[src/rtl/aud_recorder.sv]
// I2S capture engine: deserialises the left-channel sample of each frame and
// writes it to consecutive SRAM words, with start/pause/resume/stop control.
module aud_recorder #(
    parameter logic [19:0] MAX_ADDR  = 20'hFFFFF,
    parameter int          WORD_BITS = 16
) (
    input  logic                 i_clk,
    input  logic                 i_rst_n,
    input  logic                 i_start,
    input  logic                 i_pause,
    input  logic                 i_stop,
    input  logic                 i_adclrck,
    input  logic                 i_bclk,
    input  logic                 i_adcdat,
    output logic [19:0]          o_address,
    output logic [WORD_BITS-1:0] o_data,
    output logic                 o_we,
    output logic [19:0]          o_length,
    output logic                 o_full
);
    localparam int CNT_W = $clog2(WORD_BITS + 1);

    typedef enum logic [2:0] {
        S_IDLE    = 3'd0,
        S_WAIT_LR = 3'd1,
        S_SKIP    = 3'd2,
        S_SHIFT   = 3'd3,
        S_WRITE   = 3'd4,
        S_PAUSED  = 3'd5,
        S_DONE    = 3'd6
    } state_t;

    state_t               state_q, state_d;
    logic [2:0]           bclk_sync_q, bclk_sync_d;
    logic [2:0]           lrck_sync_q, lrck_sync_d;
    logic [1:0]           dat_sync_q, dat_sync_d;
    logic [WORD_BITS-1:0] shift_q, shift_d;
    logic [WORD_BITS-1:0] o_data_q, o_data_d;
    logic [CNT_W-1:0]     cnt_q, cnt_d;
    logic [19:0]          addr_q, addr_d;
    logic [19:0]          o_address_q, o_address_d;
    logic [19:0]          length_q, length_d;
    logic                 o_we_q, o_we_d;
    logic                 full_q, full_d;
    logic                 pause_pend_q, pause_pend_d;
    logic                 bclk_rise_s, lrck_rise_s, lrck_fall_s, dat_bit_s;

    // Codec pin synchronisers; data is taken from the same stage as the bclk edge
    always_comb begin
        bclk_sync_d = {bclk_sync_q[1:0], i_bclk};
        lrck_sync_d = {lrck_sync_q[1:0], i_adclrck};
        dat_sync_d  = {dat_sync_q[0], i_adcdat};
        bclk_rise_s = bclk_sync_q[1] & ~bclk_sync_q[2];
        lrck_rise_s = lrck_sync_q[1] & ~lrck_sync_q[2];
        lrck_fall_s = ~lrck_sync_q[1] & lrck_sync_q[2];
        dat_bit_s   = dat_sync_q[1];
    end

    // Recording FSM and datapath next-state
    always_comb begin
        state_d      = state_q;
        shift_d      = shift_q;
        cnt_d        = cnt_q;
        addr_d       = addr_q;
        o_address_d  = o_address_q;
        o_data_d     = o_data_q;
        o_we_d       = 1'b0;
        length_d     = length_q;
        full_d       = full_q;
        pause_pend_d = pause_pend_q;
        case (state_q)
            S_IDLE, S_DONE: begin
                if (i_stop) begin
                    state_d = S_IDLE;
                end else if (i_start) begin
                    state_d     = S_WAIT_LR;
                    addr_d      = 20'd0;
                    o_address_d = 20'd0;
                    length_d    = 20'd0;
                    full_d      = 1'b0;
                end else begin
                    state_d = state_q;
                end
            end
            S_WAIT_LR: begin
                if (i_stop) begin
                    state_d      = S_IDLE;
                    pause_pend_d = 1'b0;
                end else if (i_pause || pause_pend_q) begin
                    state_d      = S_PAUSED;
                    pause_pend_d = 1'b0;
                end else if (lrck_fall_s) begin
                    state_d = S_SKIP;
                end else begin
                    state_d = S_WAIT_LR;
                end
            end
            S_SKIP, S_SHIFT: begin
                if (i_pause) begin
                    pause_pend_d = 1'b1;
                end else begin
                    pause_pend_d = pause_pend_q;
                end
                if (i_stop) begin
                    state_d      = S_IDLE;
                    pause_pend_d = 1'b0;
                end else if (lrck_rise_s) begin
                    // right channel started early: the partial word is dropped
                    state_d = S_WAIT_LR;
                end else if (bclk_rise_s && (state_q == S_SKIP)) begin
                    state_d = S_SHIFT;
                    cnt_d   = {CNT_W{1'b0}};
                end else if (bclk_rise_s) begin
                    shift_d = {shift_q[WORD_BITS-2:0], dat_bit_s};
                    cnt_d   = cnt_q + {{(CNT_W-1){1'b0}}, 1'b1};
                    if (cnt_q == CNT_W'(WORD_BITS - 1)) begin
                        state_d     = S_WRITE;
                        o_we_d      = 1'b1;
                        o_data_d    = shift_d;
                        o_address_d = addr_q;
                    end else begin
                        state_d = S_SHIFT;
                    end
                end else begin
                    state_d = state_q;
                end
            end
            S_WRITE: begin
                // the strobe is on the output during this cycle; commit the word
                length_d     = length_q + 20'd1;
                pause_pend_d = 1'b0;
                if (addr_q == MAX_ADDR) begin
                    full_d  = 1'b1;
                    state_d = S_DONE;
                end else begin
                    addr_d  = addr_q + 20'd1;
                    state_d = (pause_pend_q || i_pause) ? S_PAUSED : S_WAIT_LR;
                end
                if (i_stop) begin
                    state_d = S_IDLE;
                end else begin
                    state_d = state_d;
                end
            end
            S_PAUSED: begin
                if (i_stop) begin
                    state_d = S_IDLE;
                end else if (i_start) begin
                    state_d = S_WAIT_LR;
                end else begin
                    state_d = S_PAUSED;
                end
            end
            default: begin
                state_d = S_IDLE;
            end
        endcase
    end

    // State and datapath registers
    always_ff @(posedge i_clk or negedge i_rst_n) begin
        if (!i_rst_n) begin
            state_q      <= S_IDLE;
            bclk_sync_q  <= 3'b000;
            lrck_sync_q  <= 3'b000;
            dat_sync_q   <= 2'b00;
            shift_q      <= {WORD_BITS{1'b0}};
            cnt_q        <= {CNT_W{1'b0}};
            addr_q       <= 20'd0;
            o_address_q  <= 20'd0;
            o_data_q     <= {WORD_BITS{1'b0}};
            o_we_q       <= 1'b0;
            length_q     <= 20'd0;
            full_q       <= 1'b0;
            pause_pend_q <= 1'b0;
        end else begin
            state_q      <= state_d;
            bclk_sync_q  <= bclk_sync_d;
            lrck_sync_q  <= lrck_sync_d;
            dat_sync_q   <= dat_sync_d;
            shift_q      <= shift_d;
            cnt_q        <= cnt_d;
            addr_q       <= addr_d;
            o_address_q  <= o_address_d;
            o_data_q     <= o_data_d;
            o_we_q       <= o_we_d;
            length_q     <= length_d;
            full_q       <= full_d;
            pause_pend_q <= pause_pend_d;
        end
    end

    assign o_address = o_address_q;
    assign o_data    = o_data_q;
    assign o_we      = o_we_q;
    assign o_length  = length_q;
    assign o_full    = full_q;

endmodule

[config.mk]
export PLATFORM = sky130hd
export DESIGN_NAME = aud_recorder
export DESIGN_NICKNAME = d
export VERILOG_FILES = /design/src/rtl/aud_recorder.sv
export SDC_FILE = /design/constraint.sdc
export NUM_CORES = 1
export LEC_CHECK = 0
export BUFFER_PORTS_ARGS = -buffer_cell sky130_fd_sc_hd__clkbuf_2
export CAP_MARGIN = 30
export CELL_PAD_IN_SITES_DETAIL_PLACEMENT = 0
export CELL_PAD_IN_SITES_GLOBAL_PLACEMENT = 1
export CORE_MARGIN = 2
export CORE_UTILIZATION = 45
export CTS_BUF_LIST = sky130_fd_sc_hd__clkbuf_2
export DETAILED_ROUTE_END_ITERATION = 16
export GPL_ROUTABILITY_DRIVEN = 1
export MAX_ROUTING_LAYER = met4
export PLACE_DENSITY = 0.87
export SETUP_SLACK_MARGIN = 0.02
export SYNTH_ARGS = -nofsm -noshare
export SYNTH_HDL_FRONTEND = slang
export SYNTH_SLANG_ARGS = --single-unit
[constraint.sdc]
create_clock -name i_clk -period 5.95 [get_ports i_clk]
set_input_delay 0.595 -clock i_clk [delete_from_list [all_inputs] [get_ports i_clk]]
set_output_delay 0.595 -clock i_clk [all_outputs]
set_load 0.02 [all_outputs]
Word level (Yosys, flattened, before mapping)

Cells that the tools add are included.

Add/subtract/negate cells: 3
Equality and inequality tests: 21
Bitwise gates (word level): 9
Reduce and logical (&&, ||, !) cells: 18
Mux-type cells: 44

Operators with widths:

| kind                                                                  | count |
|---|---|
| 20-bit 2-to-1 mux                                                     | 8 |
| 20-bit one-hot mux with 2 select lines                                | 3 |
| 3-bit 2-to-1 mux                                                      | 14 |
| 20-bit by 1-bit adder with 20-bit output, second input constant       | 2 |
| 20-bit equality test, second input constant                           | 1 |
| 2-bit != test, second input constant                                  | 9 |
| 3-bit one-hot mux with 5 select lines                                 | 1 |
| 1-bit 2-to-1 mux                                                      | 13 |
| 4-bit AND reduction                                                   | 3 |
| 5-bit 2-to-1 mux                                                      | 2 |
| 3-bit equality test, second input constant                            | 3 |
| 3-bit != test, second input constant                                  | 3 |
| 8-bit AND reduction                                                   | 1 |
| 3-bit by 2-bit equality test with 1-bit output, second input constant | 2 |
| 1-bit inverter                                                        | 6 |
| 3-bit AND reduction                                                   | 2 |
| 6-bit AND reduction                                                   | 1 |
| 2-bit nonzero test                                                    | 3 |
| 5-bit by 1-bit adder with 5-bit output, second input constant         | 1 |
| 5-bit by 4-bit equality test with 1-bit output, second input constant | 1 |
| 5-bit != test, second input constant                                  | 1 |
| 5-bit AND reduction                                                   | 1 |
| 2-bit OR reduction                                                    | 2 |
| 1-bit AND                                                             | 3 |
| other kinds (9)                                                       | 9 |

Register bits after elaboration: 110
Output and inout bits: 58

Logic depth before layout (Yosys ltp)

Word-level depth: 7
Mapped depth: 8
Gate-level depth less buffers: 8

Worst setup path after synthesis

OpenSTA, ideal clock, no wires.

Path kind: input -> register
Start: in i_stop
End: reg o_data_q[10] (netlist: o_data[10])
Path buffers: 2
Required time: 5.825 ns
Setup slack: 3.601 ns
Stages on the path: 6
Data arrival time: 2.225 ns
Cells stage by stage: clkbuf_1 -> nor4_1 -> nand2_1 -> nor2_4 -> buf_2 -> mux2_2

Word-level cells in the longest chain between the ends: 2

Ends and longest elaborated chain:

| item                          | RTL line | text |
|---|---|---|
| start, declared               | 11       | `input logic i_stop,` |
| 1-bit inverter (no line)      | -        |  |
| 6-bit AND reduction (no line) | -        |  |
| end signal, assigned          | 171      | `o_data_q <= {WORD_BITS{1'b0}};` |
| end signal, assigned          | 185      | `o_data_q <= o_data_d;` |
| end, declared                 | 38       | `logic [WORD_BITS-1:0] o_data_q, o_data_d;` |

No other way between the ends.
A chain may end at the register's enable or synchronous reset.

Final worst setup path

Start: reg state_q[2]
End: reg o_data_q[0] (netlist: o_data[0])

Word-level cells in the longest chain between the ends: 4
Elaborated cells on any way between the ends: 6
Classes of those cells: eq/ne: 2; bitwise: 1; reduce/logical: 3

Ends and longest elaborated chain:

| item                                           | RTL line | text |
|---|---|---|
| start, declared                                | 33       | `state_t state_q, state_d;` |
| start signal, assigned                         | 177      | `state_q <= state_d;` |
| 3-bit by 2-bit equality test with 1-bit output | 71, 110  |  |
| 1-bit logical AND                              | 110      | `end else if (bclk_rise_s && (state_q == S_SKIP)) begin` |
| 1-bit inverter (no line)                       | -        |  |
| 6-bit AND reduction (no line) (*)              | -        |  |

Mark *: on every way between the ends. The rest lies on a longest branch, timed or not.

==> Implementation_results.wiki <==
{| class="wikitable"
! Metric !! Value
|-
| Flip-flop and latch area || 2750 sq um
|-
| Number of detailed-routing iterations run before antenna repair || 4
|-
| Fraction of registers with async set or reset after synthesis || 100%
|-
| Pin count of the biggest net entering global routing || 81
|-
| Result of the run || finished clean
|-
| Max-cap viol count || 0
|-
| Clock H-tree levels || 3
|-
| Drt drc || 0
|-
| Leakage power || 2.58 nW
|-
| Worst slew margin relative to its limit || 31.3%
|-
| Most common cell after layout, fill and taps aside || sky130_fd_sc_hd__dfrtp_1
|-
| Clock sink total || 110
|-
| Floorplan die area || 12,000 sq um
|-
| Yosys warning total || 0
|-
| Number of enable-type register cells in the synthesized netlist || 0
|-
| Final instance area || 5570 sq um
|-
| HPWL after DPL || 7.26 mm
|-
| Fmax || 0.339 GHz
|-
| Via density per instance || 5.83
|-
| I/O pin cnt || 66
|-
| Worst setup path class || reg -> reg
|-
| Reg-to-Reg End || o_data[0]
|-
| Dominant register cell in the synthesized netlist || sky130_fd_sc_hd__dfrtp_1
|-
| Worst Hold Class || in -> reg
|-
| Startpoint types || flop
|-
| Instance area after placement || 5450 sq um
|-
| Combined area of all synthesized cells || 5030 sq um
|-
| Core region area || 10,900 sq um
|-
| Endpoint of the most critical setup path || o_data[0]
|-
| Worst Path Required || 6420 ps
|-
| Resize count post-CTS || 0
|-
| Most frequent cells in the layout || sky130_fd_sc_hd__dfrtp_1 (110), sky130_fd_sc_hd__clkbuf_2 (74), sky130_fd_sc_hd__mux2_2 (31)
|-
| Register bit total from synthesis || 110
|-
| Final Setup Violations || 0
|-
| Netlist cell types || 53
|-
| Synthesis-to-finish area growth || 10.8%
|-
| Clock-pin transition on the worst setup and hold timing paths || 280 ps
|-
| Count of mapped cells out of synthesis || 456
|-
| Number of antenna violations at the first check in global routing || 0
|-
| Aggregate negative setup slack || 0 ps
|-
| Power per unit of standard cell area || 223 nW/um^2
|-
| Total CTS buffers || 9
|-
| Transition time at the pin with the least slew margin || 1030 ps
|-
| Final hold violations || 0
|-
| Cell count after placement || 637
|-
| FF-to-FF setup slack || 3000 ps
|-
| Die W || 110 microns
|-
| Final Wtd Congestion || 0.868
|-
| Area used by multi-input combinational logic || 2130 sq um
|-
| CP Capture Type || flop
|-
| Via count || 3,810
|-
| Vertical die dimension || 110 microns
|-
| Number of antenna cells inserted || 0
|-
| Area share of the leading cell type in the synthesized netlist || 54.7%
|-
| Mean instance size in the synthesized netlist || 11.0 sq um
|-
| Average wire per cell in the routed design || 16.5 microns
|-
| Effective utilization at floorplan || 46.2%
|-
| Buffer type at the clock tree root || sky130_fd_sc_hd__clkbuf_2
|-
| Critical path origin || state_q[2]
|-
| Shortest period the worst path allows || 2950 ps
|-
| Final core utilization || 51.2%
|-
| Routed WL || 10.8 mm
|-
| Number of rows in the core area || 38
|-
| VDD IR-drop max || 0.130 mV
|-
| Fraction of final layout cells with drive strength greater than 1 || 24.9%
|-
| Count of final max-slew check failures || 0
|-
| First DRT Iteration DRCs || 201
|-
| Worst-case clock skew || 35.0 ps
|-
| CTS tree || yes
|-
| Power after layout || 1.24 mW
|-
| Port Buffer Count || 65
|-
| Final standard cell count with taps included and fillers excluded || 654
|-
| Number of buffers inserted to repair setup after CTS || 0
|-
| Logic depth of the worst register-to-register path || 5
|-
| Net count after synthesis || 468
|-
| Library cell occupying the most area in the post-synthesis netlist || sky130_fd_sc_hd__dfrtp_1
|-
| Via count of the first global-routing pass || 3,743
|-
| Final period util || 49.6%
|-
| Wire length of the first global-routing pass || 18.1 mm
|-
| Proportion of synthesized chip area in sequential cells || 54.7%
|-
| Worst EP arrival || 3430 ps
|-
| Synth area leaders || sky130_fd_sc_hd__dfrtp_1 (55%), sky130_fd_sc_hd__mux2_2 (6.9%), sky130_fd_sc_hd__a22o_1 (4.5%), sky130_fd_sc_hd__a21oi_1 (2.9%), sky130_fd_sc_hd__nand2_1 (2.2%)
|-
| Residual overflow from global routing || 0
|-
| Post-DRT Antenna Nets || 0
|-
| Post-layout nets || 522
|-
| Critical R2R Launch || state_q[2]
|-
| Max FO, Critical Path || 37
|-
| Fillers || 1,020
|-
| Overall Global Routing Usage || 19.8%
|-
| RSZ-0062 raised after global routing || false
|-
| Maximum buffer depth of the clock tree || 2
|-
| Clock latency reported for the late side of the worst-skew pair || 570 ps
|}
routing by layer:
| layer | track usage (%) | part of all wire [%] | up-vias | wire length [microns] |
|---|---|---|---|---|
| met3 | 3.14 | 3.9 | 15 | 422 |
| li1 | - | - | 1793 | - |
| met2 | 30.6 | 46 | 86 | 5010 |
| met4 | 7.23 | 1.5 | 0 | 163 |
| met1 | 26.7 | 48 | 1916 | 5230 |
| met5 | - | 0 | - | 0 |
worst max-delay path, cell delays in order (launching register included):
cell	delay, ps
sky130_fd_sc_hd__dfrtp_1	580
sky130_fd_sc_hd__nand2b_1	290
sky130_fd_sc_hd__nor4_1	450
sky130_fd_sc_hd__nand2_1	250
sky130_fd_sc_hd__nor2_4	870
sky130_fd_sc_hd__mux2_2	420
worst min-delay path by stage:
stage,from,to,cells past startpoint
CTS,i_adclrck,lrck_sync_q[0],1
global placement,lrck_sync_q[0],lrck_sync_q[1],0
finish,i_adclrck,lrck_sync_q[0],1
detailed placement,lrck_sync_q[0],lrck_sync_q[1],0
floorplan,i_rst_n,addr_q[0],0
global route,i_adclrck,lrck_sync_q[0],1
state kept, by name, summed over array words and instances, names as in the netlist, 3 cells and up:
name	count
addr_q	20
o_address	20
bclk_sync_q	3
shift_q	15
o_length	20
cnt_q	5
lrck_sync_q	3
state_q	3
o_data	16
cell families after synthesis:
family	count (synthesis)	synth area share [%]
AND/OR/NAND/NOR	155	17.8
flip-flops	110	54.7
AO/OA/AOI/OAI	104	13.9
buffers and inverters	38	3.09
multiplexers	32	7.14
XOR/XNOR	13	2.26
adder cells (fa/ha/maj)	4	0.995
layout make-up:
type | instances | area share, %
clock inverters | 5 | 0.651
repair buffers | 69 | 6.83
clock buffers | 10 | 0.898
multi-input cells | 308 | 38.3
flip-flops and latches | 110 | 49.4
inverters | 12 | 0.809
well taps | 140 | 3.14
synthesized netlist by cell type (3+ instances only):
| cell | instances |
|---|---|
| sky130_fd_sc_hd__a21o_1 | 4 |
| sky130_fd_sc_hd__a21oi_1 | 29 |
| sky130_fd_sc_hd__a22o_1 | 26 |
| sky130_fd_sc_hd__a31o_2 | 3 |
| sky130_fd_sc_hd__and3_1 | 7 |
| sky130_fd_sc_hd__and4_1 | 6 |
| sky130_fd_sc_hd__buf_1 | 3 |
| sky130_fd_sc_hd__buf_2 | 7 |
| sky130_fd_sc_hd__clkbuf_1 | 15 |
| sky130_fd_sc_hd__dfrtp_1 | 110 |
| sky130_fd_sc_hd__ha_1 | 4 |
| sky130_fd_sc_hd__inv_1 | 12 |
| sky130_fd_sc_hd__mux2_2 | 31 |
| sky130_fd_sc_hd__nand2_1 | 29 |
| sky130_fd_sc_hd__nand2b_1 | 4 |
| sky130_fd_sc_hd__nand3_1 | 18 |
| sky130_fd_sc_hd__nand4_1 | 11 |
| sky130_fd_sc_hd__nand4b_1 | 3 |
| sky130_fd_sc_hd__nor2_1 | 22 |
| sky130_fd_sc_hd__nor2b_1 | 3 |
| sky130_fd_sc_hd__nor3_1 | 9 |
| sky130_fd_sc_hd__nor4_1 | 9 |
| sky130_fd_sc_hd__o21ai_0 | 18 |
| sky130_fd_sc_hd__o31ai_1 | 7 |
| sky130_fd_sc_hd__o41ai_1 | 3 |
| sky130_fd_sc_hd__or3_1 | 10 |
| sky130_fd_sc_hd__or4_1 | 9 |
| sky130_fd_sc_hd__xnor2_1 | 10 |
| sky130_fd_sc_hd__xor2_1 | 3 |
metrics by stage:
stage	setup slack [ps]	hold slack [ps]
floorplan	3600	299
global placement	3110	334
detailed placement	2950	345
CTS	3000	55.8
global route	2750	6.20
finish	3000	87.1
where the power goes:
group	leakage [nW]	internal [mW]	switching [mW]
Combinational	1.02	0.0441	0.0894
Clock	0.0520	0.0552	0.237
Sequential	1.51	0.774	0.0435
Total	2.58	0.873	0.370
repair_timing:
item	in CTS	in global routing
endpoints found under the hold margin	30	0
setup endpoints to repair	0	0
hold buffers	1	0
Power figures use the tool's default switching activity.
